**src/rtl/nibble_sub_if.sv**
```systemverilog
// Operand/result bundle for the nibble-serial subtractor.
// Latency: none (wires only).
// Backpressure: none; the requester watches busy/done before issuing start.
interface nibble_sub_if #(
  parameter int NIBBLES = 4
);
  localparam int W = 4 * NIBBLES;

  logic         start;
  logic [W-1:0] X;
  logic [W-1:0] Y;
  logic         Bin;
  logic         busy;
  logic         done;
  logic [W-1:0] D;
  logic         Bout;
  logic         V;
  logic         Z;

  modport master (
    output start, X, Y, Bin,
    input  busy, done, D, Bout, V, Z
  );

  modport slave (
    input  start, X, Y, Bin,
    output busy, done, D, Bout, V, Z
  );
endinterface

```
**src/rtl/nibble_sub.sv**
```systemverilog
// Nibble-serial subtractor D = X - Y - Bin using 4-bit borrow look-ahead per step.
// Latency: done pulses NIBBLES cycles after the accepting edge; then one IDLE cycle.
// Backpressure: none; start is only sampled in IDLE and ignored while BUSY/DONE.
module nibble_sub #(
  parameter int NIBBLES = 4
) (
  input  logic        clk,
  input  logic        rst,
  nibble_sub_if.slave bus
);
  localparam int W  = 4 * NIBBLES;
  localparam int IW = $clog2(NIBBLES);
  localparam logic [IW-1:0] LAST = IW'(NIBBLES - 1);

  typedef enum logic [1:0] {IDLE, BUSY, DONE} state_t;

  state_t        state_q;
  state_t        state_nx;

  logic [W-1:0]  x_q;
  logic [W-1:0]  y_q;
  logic [W-1:0]  res_q;
  logic [IW-1:0] idx_q;
  logic          brw_q;

  logic [W-1:0]  d_q;
  logic          bout_q;
  logic          v_q;
  logic          z_q;

  logic          accept;
  logic          last_step;
  logic [3:0]    xn;
  logic [3:0]    yn;
  logic [3:0]    g;
  logic [3:0]    p;
  logic [4:0]    b;
  logic [3:0]    dn;
  logic [W-1:0]  res_nx;

  assign accept    = (state_q == IDLE) && bus.start;
  assign last_step = (state_q == BUSY) && (idx_q == LAST);

  // State register; reset drops any in-flight operation without a done pulse.
  always_ff @(posedge clk or posedge rst) begin
    if (rst) begin
      state_q <= IDLE;
    end else begin
      state_q <= state_nx;
    end
  end

  // Next-state: accept in IDLE, leave BUSY after the last nibble, DONE lasts one cycle.
  always_comb begin
    state_nx = state_q;
    case (state_q)
      IDLE:    if (bus.start) state_nx = BUSY;
      BUSY:    if (idx_q == LAST) state_nx = DONE;
      DONE:    state_nx = IDLE;
      default: state_nx = IDLE;
    endcase
  end

  // One nibble of borrow look-ahead: all four borrows expanded from the nibble borrow-in.
  always_comb begin
    xn = x_q[{idx_q, 2'b00} +: 4];
    yn = y_q[{idx_q, 2'b00} +: 4];
    g  = ~xn & yn;
    p  = ~(xn ^ yn);
    b[0] = brw_q;
    b[1] = g[0] | (p[0] & brw_q);
    b[2] = g[1] | (p[1] & g[0]) | (p[1] & p[0] & brw_q);
    b[3] = g[2] | (p[2] & g[1]) | (p[2] & p[1] & g[0])
         | (p[2] & p[1] & p[0] & brw_q);
    b[4] = g[3] | (p[3] & g[2]) | (p[3] & p[2] & g[1])
         | (p[3] & p[2] & p[1] & g[0]) | (p[3] & p[2] & p[1] & p[0] & brw_q);
    dn = xn ^ yn ^ b[3:0];
    res_nx = res_q;
    res_nx[{idx_q, 2'b00} +: 4] = dn;
  end

  // Operand capture, per-nibble accumulation and result/flag update on completion.
  always_ff @(posedge clk or posedge rst) begin
    if (rst) begin
      x_q    <= '0;
      y_q    <= '0;
      res_q  <= '0;
      idx_q  <= '0;
      brw_q  <= 1'b0;
      d_q    <= '0;
      bout_q <= 1'b0;
      v_q    <= 1'b0;
      z_q    <= 1'b0;
    end else begin
      if (accept) begin
        x_q   <= bus.X;
        y_q   <= bus.Y;
        idx_q <= '0;
        brw_q <= bus.Bin;
      end else if (state_q == BUSY) begin
        res_q <= res_nx;
        brw_q <= b[4];
        idx_q <= idx_q + 1'b1;
      end
      if (last_step) begin
        d_q    <= res_nx;
        bout_q <= b[4];
        v_q    <= (x_q[W-1] ^ y_q[W-1]) & (x_q[W-1] ^ res_nx[W-1]);
        z_q    <= (res_nx == '0);
      end
    end
  end

  assign bus.busy = (state_q == BUSY);
  assign bus.done = (state_q == DONE);
  assign bus.D    = d_q;
  assign bus.Bout = bout_q;
  assign bus.V    = v_q;
  assign bus.Z    = z_q;
endmodule
```
**src/flat_wrapper.sv**
```systemverilog
// flat-port wrapper written by rule: the top's interface ports become plain ports
module nibble_sub_flat 
#(
  parameter int NIBBLES = 4
)
  (clk, rst, bus_start, bus_X, bus_Y, bus_Bin, bus_busy, bus_done, bus_D, bus_Bout, bus_V, bus_Z);
  nibble_sub_if #(.NIBBLES(NIBBLES)) bus_i ();
  input  logic clk;
  input  logic rst;
  input wire logic [$bits(bus_i.start)-1:0] bus_start;
  input wire logic [$bits(bus_i.X)-1:0] bus_X;
  input wire logic [$bits(bus_i.Y)-1:0] bus_Y;
  input wire logic [$bits(bus_i.Bin)-1:0] bus_Bin;
  output wire logic [$bits(bus_i.busy)-1:0] bus_busy;
  output wire logic [$bits(bus_i.done)-1:0] bus_done;
  output wire logic [$bits(bus_i.D)-1:0] bus_D;
  output wire logic [$bits(bus_i.Bout)-1:0] bus_Bout;
  output wire logic [$bits(bus_i.V)-1:0] bus_V;
  output wire logic [$bits(bus_i.Z)-1:0] bus_Z;
  assign bus_i.start = bus_start;
  assign bus_i.X = bus_X;
  assign bus_i.Y = bus_Y;
  assign bus_i.Bin = bus_Bin;
  assign bus_busy = bus_i.busy;
  assign bus_done = bus_i.done;
  assign bus_D = bus_i.D;
  assign bus_Bout = bus_i.Bout;
  assign bus_V = bus_i.V;
  assign bus_Z = bus_i.Z;
  nibble_sub #(.NIBBLES(NIBBLES)) u_core (.clk(clk), .rst(rst), .bus(bus_i));
endmodule
```
**config.mk**
```make
export PLATFORM = sky130hd
export DESIGN_NAME = nibble_sub_flat
export DESIGN_NICKNAME = d
export VERILOG_FILES = /design/src/rtl/nibble_sub_if.sv /design/src/rtl/nibble_sub.sv /design/src/flat_wrapper.sv
export SDC_FILE = /design/constraint.sdc
export NUM_CORES = 1
export LEC_CHECK = 0
export BUFFER_PORTS_ARGS = -buffer_cell sky130_fd_sc_hd__buf_2
export CAP_MARGIN = 10
export CELL_PAD_IN_SITES_DETAIL_PLACEMENT = 1
export CELL_PAD_IN_SITES_GLOBAL_PLACEMENT = 1
export CORE_UTILIZATION = 48
export DETAILED_ROUTE_END_ITERATION = 12
export PLACE_DENSITY_LB_ADDON = 0.1
export SYNTH_ARGS = -nofsm -noshare
export SYNTH_HDL_FRONTEND = slang
export SYNTH_SLANG_ARGS = --single-unit
export TNS_END_PERCENT = 5
```
**constraint.sdc**
```tcl
create_clock -name clk -period 6.9 [get_ports clk]
set_input_delay 1.035 -clock clk [delete_from_list [all_inputs] [get_ports clk]]
set_output_delay 1.035 -clock clk [all_outputs]
set_load 0.1 [all_outputs]
```
Yosys cells after proc, flatten, opt, wreduce, memory -nomap -nowiden
Cells that the tools add are included.
{"block": "classes", "n_addsub": 2, "shifts": 4, "mux": 8, "reduce_logical": 7, "div_mod_pow": 0, "n_lt_le_gt_ge": 0, "mul": 0, "n_bitwise": 35, "n_eq_ne": 5}
{"operator": "indexed part select 16 x 5 -> 4 bit", "n": 2}
{"operator": "AND 1 bit", "n": 17}
{"operator": "bitwise mux 16 bit", "n": 1}
{"operator": "zero test 16 bit", "n": 1}
{"operator": "variable shift 4 x 6 -> 16 bit (first input constant)", "n": 1}
{"operator": "indexed part select 4 x 6 -> 16 bit", "n": 1}
{"operator": "bitwise OR 1 bit", "n": 10}
{"operator": "2-to-1 mux 2 bit", "n": 4}
{"operator": "NOT 4 bit", "n": 2}
{"operator": "XOR 4 bit", "n": 2}
{"operator": "negator 4 -> 6 bit", "n": 1}
{"operator": "AND 4 bit", "n": 1}
{"operator": "equality test 2 bit (second input constant)", "n": 2}
{"operator": "case mux 2 bit (2 select lines)", "n": 1}
{"operator": "AND reduction 2 bit", "n": 2}
{"operator": "adder 2 x 1 -> 2 bit (second input constant)", "n": 1}
{"operator": "equality test 2 x 1 -> 1 bit (second input constant)", "n": 1}
{"operator": "logical AND 1 bit", "n": 2}
{"operator": "zero test 2 bit", "n": 1}
{"operator": "2-to-1 mux 1 bit", "n": 2}
{"operator": "inequality test 2 x 1 -> 1 bit (second input constant)", "n": 1}
{"operator": "inequality test 2 bit (second input constant)", "n": 1}
{"operator": "nonzero test 2 bit", "n": 1}
{"operator": "XOR 1 bit", "n": 2}
{"operator": "NOT 1 bit", "n": 1}
{"block": "word_totals", "output_inout_bits": 21, "reg_bits": 72, "mem_bits_rw": 0, "latch_bits": 0, "romBits": 0, "memories": 0}

Logic depth before layout (Yosys ltp)
Gate-level depths: netlist (run 1).
{"block": "depth", "depth_word": 12, "ltp_mapped": 10, "depth_no_buf": 8}

Least setup slack after synthesis (run 1)
No wires, ideal clock.
{"block": "synth_path", "path_kind": "register to output", "from": "register u_core.state_q[0]", "to": "output bus_done", "arrival_time_ps": 1718, "setup_slack_ps": 4147, "n_path_buf": 0, "stages_incl_launch_ff": 2, "cell_sequence": "dfrtp_1 -> nor2b_1"}
{"block": "synth_via", "elab_chain_len": 1}
{"item": "from (decl)", "line_no": "nibble_sub.sv:17", "text": "state_t state_q;"}
{"item": "from (signal assigned)", "line_no": "nibble_sub.sv:49", "text": "state_q <= state_nx;"}
{"item": "equality test 2 bit", "line_no": "nibble_sub.sv:115", "text": "assign bus.done = (state_q == DONE);"}
{"item": "to (decl)", "line_no": "flat_wrapper.sv:15", "text": "output wire logic [$bits(bus_i.done)-1:0] bus_done;"}
Every way passes these cells.

Worst setup path in the final report (run 1)
{"block": "layout_path", "from": "register u_core.idx_q[0]", "to": "register u_core.res_q[15]"}
{"block": "layout_via", "elab_chain_len": 10}
{"item": "from (decl)", "line_no": "nibble_sub.sv:23", "text": "logic [IW-1:0] idx_q;"}
{"item": "from (signal assigned)", "line_no": "nibble_sub.sv:103", "text": "idx_q <= idx_q + 1'b1;"}
{"item": "indexed part select 16 x 5 -> 4 bit (on tied branches)", "line_no": "nibble_sub.sv:66, nibble_sub.sv:67"}
{"item": "XOR 4 bit or NOT 4 bit (tied branches)", "line_no": "nibble_sub.sv:69, nibble_sub.sv:77, nibble_sub.sv:68"}
{"item": "NOT 4 bit or AND 4 bit (tied branches)", "line_no": "nibble_sub.sv:69, nibble_sub.sv:68"}
{"item": "AND 1 bit (on tied branches)", "line_no": "nibble_sub.sv:73, nibble_sub.sv:74"}
{"item": "bitwise OR 1 bit (tied with other cells)", "line_no": "nibble_sub.sv:73", "text": "b[3] = g[2] | (p[2] & g[1]) | (p[2] & p[1] & g[0])"}
{"item": "bitwise OR 1 bit or AND 1 bit (tied branches)", "line_no": "nibble_sub.sv:73, nibble_sub.sv:74"}
{"item": "bitwise OR 1 bit", "line_no": "nibble_sub.sv:74", "text": "| (p[2] & p[1] & p[0] & brw_q);"}
{"item": "XOR 4 bit", "line_no": "nibble_sub.sv:77", "text": "dn = xn ^ yn ^ b[3:0];"}
{"item": "indexed part select 4 x 6 -> 16 bit", "line_no": "nibble_sub.sv:79", "text": "res_nx[{idx_q, 2'b00} +: 4] = dn;"}
{"item": "bitwise mux 16 bit (*)", "line_no": "nibble_sub.sv:79"}
{"item": "to (signal assigned)", "line_no": "nibble_sub.sv:101", "text": "res_q <= res_nx;"}
{"item": "to (decl)", "line_no": "nibble_sub.sv:22", "text": "logic [W-1:0] res_q;"}
Every way passes the cells marked *; elsewhere a longest branch is shown, timed or not.
A chain may end at the register's enable or synchronous reset.

==> results.ini, run 1 <==
[status]
status=finished clean

[clock_tree]
cts_sinks=72
cts_tree=built
clk_pin_slew_ns=0.08
post_cts_resized=0
clk_path_buf_depth=2
clk_latency_ns=0.35
root_buffer=clkbuf_8
cts_buffers=9
ctsHoldBuffers=0
cts_htree_levels=3
cts_setup_buffers=0

[sta]
worst_slew_pin_slew_ns=0.888
rsz0062_at_grt=false
slew_viol_final=0
fmax_mhz=295
setup_viol=0
post-route-min-period_ns=3.39
finClkSkew_ns=0.0110
hold_viol=0
slew_headroom_pct=40.8
setup_slack_ns=3.51
fin_crit_sh_pct=49.1
tns_ns=0

[floorplan]
start_util_pct=50.4
fp.dieW_um=86.9
rows=30
core_mm2=0.00687
die-area_mm2=0.00756
fp.dieH_um=86.9
io_pins=57

[min_path]
hold_class=reg2reg
holdPathStages=2
holdPathEnd=u_core.bus.D[13]
hp-start=u_core.bus.D[13]

[setup_path]
end_kind=flip-flop
crit_chain=mux4_2, ha_1, a41oi_1, o21ai_2, xnor2_1, and2_2, a22o_1
max_stage_delay_ns=0.86
crit_type=reg2reg
cp_max_fo=19
path_buf_inv=0
slowest_stage=dfrtp_1
critPathArrivalTime_ns=3.68
cp-start-kind=flip-flop
worstPathRequired_ns=7.19
startpoint=u_core.idx_q[0]
critical_path.top_delay_family=flip-flops
reg2reg_depth=7
r2r_start=u_core.idx_q[0]
r2r_end=u_core.res_q[15]
r2r_slack_ns=3.51

[final_layout]
insertedDiodeCount=0
drive_gt1_share_pct=34.9
final_cell_mix=72 x dfrtp_1, 56 x buf_2, 32 x mux2_2
final_common_cell=dfrtp_1
layout.nets=397
nFillCells=765
final_cells=451
syn_to_final_growth_pct=16.5

[detailed_routing]
vias=2467
drt_first_pass_iters=4
drcViolationCount=0
drtAntennaViolNets=0
vias_per_cell=5.47
routed_wl_um=7910
drt-initial-drc-count=131
wl_per_cell_um=17.5

[logic_synthesis]
yosysSeqAreaShare_pct=52.0
synthFlopType=dfrtp_1
yosys_warnings=0
syn_nets=343
synthCells=296
synth_edf_count=0
syn_area_mm2=0.00346
syn_area_per_cell_um2=11.7
async_reset_ff_share_pct=100
synth-seq-cells=72
synth_cell_types=43

[global_routing]
grt_max_degree=73
grt_antenna_before_repair=0
grt_pass1_vias=2666
grt-ovfl-total=0
grt_first_pass_wirelength_um=13200
grtUsageTotal_pct=23.5

[placed_design]
hpwl_um=5600
place_inst=435
preCtsSetupSlack_ns=3.55
gp_congestion=0.845
io_buffers=56

[job]
max-cap-violations=0

cells by family after synthesis:
group | Yosys count | synth area share [%]
buf+inv | 29 | 3.68
simple gates | 71 | 10.6
xor+xnor | 3 | 0.759
compound gates | 69 | 12.9
flops | 72 | 52.0
fa+ha+maj | 11 | 4.19
mux | 41 | 15.9
through the flow:
| stage | hold WS (ns) | utilization (%) | instance area (um2) |
|---|---|---|---|
| after floorplan | 0.442 | - | 3460 |
| after global placement | 0.456 | 55.6 | 3820 |
| after detailed placement | 0.465 | 55.6 | 3820 |
| after CTS | 0.482 | 58.8 | 4040 |
| after global routing | 0.509 | 58.8 | 4040 |
| final | 0.474 | 58.8 | 4040 |
synth_stat cells (6+ instances only):
library cell  instances  area [um2]
a21oi_1              16        80.1
a22o_1               12         105
buf_2                 9        45.0
clkbuf_1              7        26.3
dfrtp_1              72        1800
ha_1                 10         125
inv_1                12        45.0
mux2_2               32         360
mux4_2                8         180
nand2_1              30         113
nor2_1                6        22.5
nor2b_1              17         106
o21ai_0              24         120
final cells by class:
| class | count | area (um2) | share of cell area [%] |
|---|---|---|---|
| clock inverter | 6 | 82.6 | 2.05 |
| sequential | 72 | 1800 | 44.6 |
| timing repair buffer | 60 | 310 | 7.69 |
| multi-input combinational | 195 | 1540 | 38.1 |
| tap | 96 | 120 | 2.98 |
| clock buffer | 10 | 138 | 3.41 |
| inverter | 12 | 45.0 | 1.12 |
metal layers:
| layer | up-vias | routed length (um) | track usage (%) |
|---|---|---|---|
| met4 | 0 | 201 | 12.3 |
| met1 | 1230 | 3300 | 27.7 |
| met3 | 17 | 316 | 4.93 |
| met2 | 62 | 4090 | 40.5 |
| met5 | - | 0 | 0 |
| li1 | 1158 | - | - |
state kept, by name, summed over array words and instances (netlist names):
register         flops
u_core.brw_q         1
u_core.bus.Bout      1
u_core.bus.D        16
u_core.bus.V         1
u_core.bus.Z         1
u_core.idx_q         2
u_core.res_q        16
u_core.state_q       2
u_core.x_q          16
u_core.y_q          16
worst max path at each step:
stage | to | slack [ns] | cells after the start
floorplan | u_core.brw_q | 4.04 | 1
global placement | u_core.res_q[11] | 3.72 | 7
detailed placement | u_core.res_q[15] | 3.55 | 7
CTS | u_core.res_q[11] | 3.55 | 7
global route | u_core.res_q[15] | 3.32 | 7
finish | u_core.res_q[15] | 3.51 | 7
worst reg2reg max path, delay by kind of cell, from the launching register on:
| family | cells | cell delay [ns] |
|---|---|---|
| flops | 1 | 0.86 |
| xor+xnor | 1 | 0.67 |
| mux | 1 | 0.61 |
| compound gates | 3 | 0.52 |
| fa+ha+maj | 1 | 0.36 |
| simple gates | 1 | 0.32 |
Power of run 1 is not shown: default switching activity piles up to over one toggle a cycle in this logic, so the estimate is an artifact.
==> run 2, diff against run 1 <==
--- a/config.mk
+++ b/config.mk
@@ -9,7 +9,7 @@
 export CAP_MARGIN = 10
 export CELL_PAD_IN_SITES_DETAIL_PLACEMENT = 1
 export CELL_PAD_IN_SITES_GLOBAL_PLACEMENT = 1
-export CORE_UTILIZATION = 48
+export CORE_UTILIZATION = 45
 export DETAILED_ROUTE_END_ITERATION = 12
 export PLACE_DENSITY_LB_ADDON = 0.1
 export SYNTH_ARGS = -nofsm -noshare
==> constraint.sdc (replaced) <==
create_clock -name clk -period 3.46 [get_ports clk]
set_input_delay 0.519 -clock clk [delete_from_list [all_inputs] [get_ports clk]]
set_output_delay 0.519 -clock clk [all_outputs]
set_load 0.1 [all_outputs]
==> results.ini, run 2 (synthesis gave the netlist of run 1 again) <==
[global_routing]
grtUsageTotal_pct=21.8  ; -1.7 points
grt_antenna_before_repair=0  ; unchanged
grt_pass1_vias=2692  ; +0.98%
grt_max_degree=73  ; unchanged
grt-ovfl-total=0  ; unchanged
grt_first_pass_wirelength_um=13700  ; +3.8%

[clock_tree]
cts_setup_buffers=0  ; unchanged
clk_pin_slew_ns=0.07  ; about the same
cts_tree=built
ctsHoldBuffers=0  ; unchanged
root_buffer=clkbuf_8
clk_latency_ns=0.35  ; about the same
cts_htree_levels=3  ; unchanged
post_cts_resized=0  ; unchanged
cts_buffers=9  ; unchanged
cts_sinks=72  ; unchanged
clk_path_buf_depth=2  ; unchanged

[min_path]
holdPathStages=2  ; unchanged
hold_class=in2reg

[detailed_routing]
vias=2480  ; +0.53%
drt_first_pass_iters=4  ; unchanged
routed_wl_um=8050  ; +1.7%
drtAntennaViolNets=0  ; unchanged
drcViolationCount=0  ; unchanged
wl_per_cell_um=17.6  ; +0.19%
drt-initial-drc-count=92  ; -30%
vias_per_cell=5.41  ; -1.0%

[setup_path]
critPathArrivalTime_ns=3.19  ; -0.49 ns
cp-start-kind=flip-flop
r2r_slack_ns=0.53  ; -2.98 ns
cp_max_fo=14  ; -5
startpoint=u_core.idx_q[0]
worstPathRequired_ns=3.72  ; -3.47 ns
r2r_start=u_core.idx_q[0]
endpoint=u_core.bus.V
crit_type=reg2reg
end_kind=flip-flop
r2r_end=u_core.bus.V
reg2reg_depth=8  ; +1

[floorplan]
fp.dieW_um=89.7  ; +3.2%
die-area_mm2=0.00805  ; +6.5%
io_pins=57  ; unchanged
core_mm2=0.00733  ; +6.7%
start_util_pct=47.2  ; -3.2 points
fp.dieH_um=89.7  ; +3.2%
rows=31  ; +3.3%

[final_layout]
syn_to_final_growth_pct=17.4
multi_input_comb_area_mm2=0.00154  ; unchanged
drive_gt1_share_pct=35.4  ; +0.45 points
nFillCells=794  ; +3.8%
insertedDiodeCount=0  ; unchanged
final_cell_mix=72 x dfrtp_1, 56 x buf_2, 32 x mux2_2
register_area_mm2=0.00180  ; unchanged
fin_area_mm2=0.00407  ; +0.77%
final_common_cell=dfrtp_1
layout.nets=401  ; +1.0%

[placed_design]
io_buffers=56  ; unchanged
hpwl_um=5730  ; +2.4%
gp_congestion=0.794  ; -6.0%
placed_area_mm2=0.00385  ; +0.89%

[sta]
setup_viol=0  ; unchanged
hold_viol=0  ; unchanged
fin_crit_sh_pct=84.7  ; +36 points
finClkSkew_ns=0.0123  ; +0.00132 ns
post-route-min-period_ns=2.93  ; -0.456 ns
slew_headroom_pct=38.4  ; -2.4 points
tns_ns=0  ; unchanged
slew_viol_final=0  ; unchanged
worst_slew_pin_slew_ns=0.924  ; +0.0355 ns
rsz0062_at_grt=false
fmax_mhz=341  ; +16%

[job]
max-cap-violations=0  ; unchanged

[status]
status=finished clean

## run 2: cell types whose count changed in the layout (fill, tap and decap cells not counted)
cell and change:
clkbuf_1 +1, bufinv_16 -1, clkinvlp_4 -1, clkinv_2 -2, buf_4 +4, clkbuf_8 +3
## run 2: worst min-delay path by stage
stage / startpoint / endpoint / slack [ns]
finish: bus_X[5] / u_core.x_q[5] / 0.40
global route: bus_X[2] / u_core.x_q[2] / 0.40
CTS: bus_X[5] / u_core.x_q[5] / 0.39
detailed placement: u_core.bus.D[10] / u_core.bus.D[10] / 0.47
global placement: u_core.bus.D[7] / u_core.bus.D[7] / 0.46
floorplan: u_core.res_q[12] / u_core.res_q[12] / 0.44
## run 2: per-stage QoR
stage	util, %	cells	setup WS (ns)	hold slack (ns)
2_1_floorplan	-	296	0.723	0.442
3_3_place_gp	52.5	442	0.609	0.457
3_5_place_dp	52.5	442	0.524	0.465
4_1_cts	55.5	458	0.473	0.389
5_1_grt	55.5	458	0.244	0.402
6_report	55.5	458	0.528	0.399
## run 2: routing by layer
layer	global-route usage, %	vias to the layer above	wire length (um)
met5	0	-	0
met4	8.20	0	134
met3	3.55	13	273
met2	39.2	50	4240
met1	26.1	1246	3400
li1	-	1171	-
## run 2: final cells by class
| type | count | area share, % |
|---|---|---|
| clock buffer | 14 | 4.49 |
| tap | 99 | 3.05 |
| sequential | 72 | 44.3 |
| clock inverter | 2 | 0.861 |
| inverter | 12 | 1.11 |
| timing repair buffer | 64 | 8.37 |
| multi-input combinational | 195 | 37.8 |
## run 2: critical path: stages (launching register included)
cell and delay [ns]:
dfrtp_1 0.71, mux4_2 0.58, ha_1 0.35, a41oi_1 0.26, o21ai_2 0.12, xnor2_1 0.13, buf_4 0.16, a2111o_1 0.36
a31oi_1 0.17
Power of run 2 is left out for the same reason.
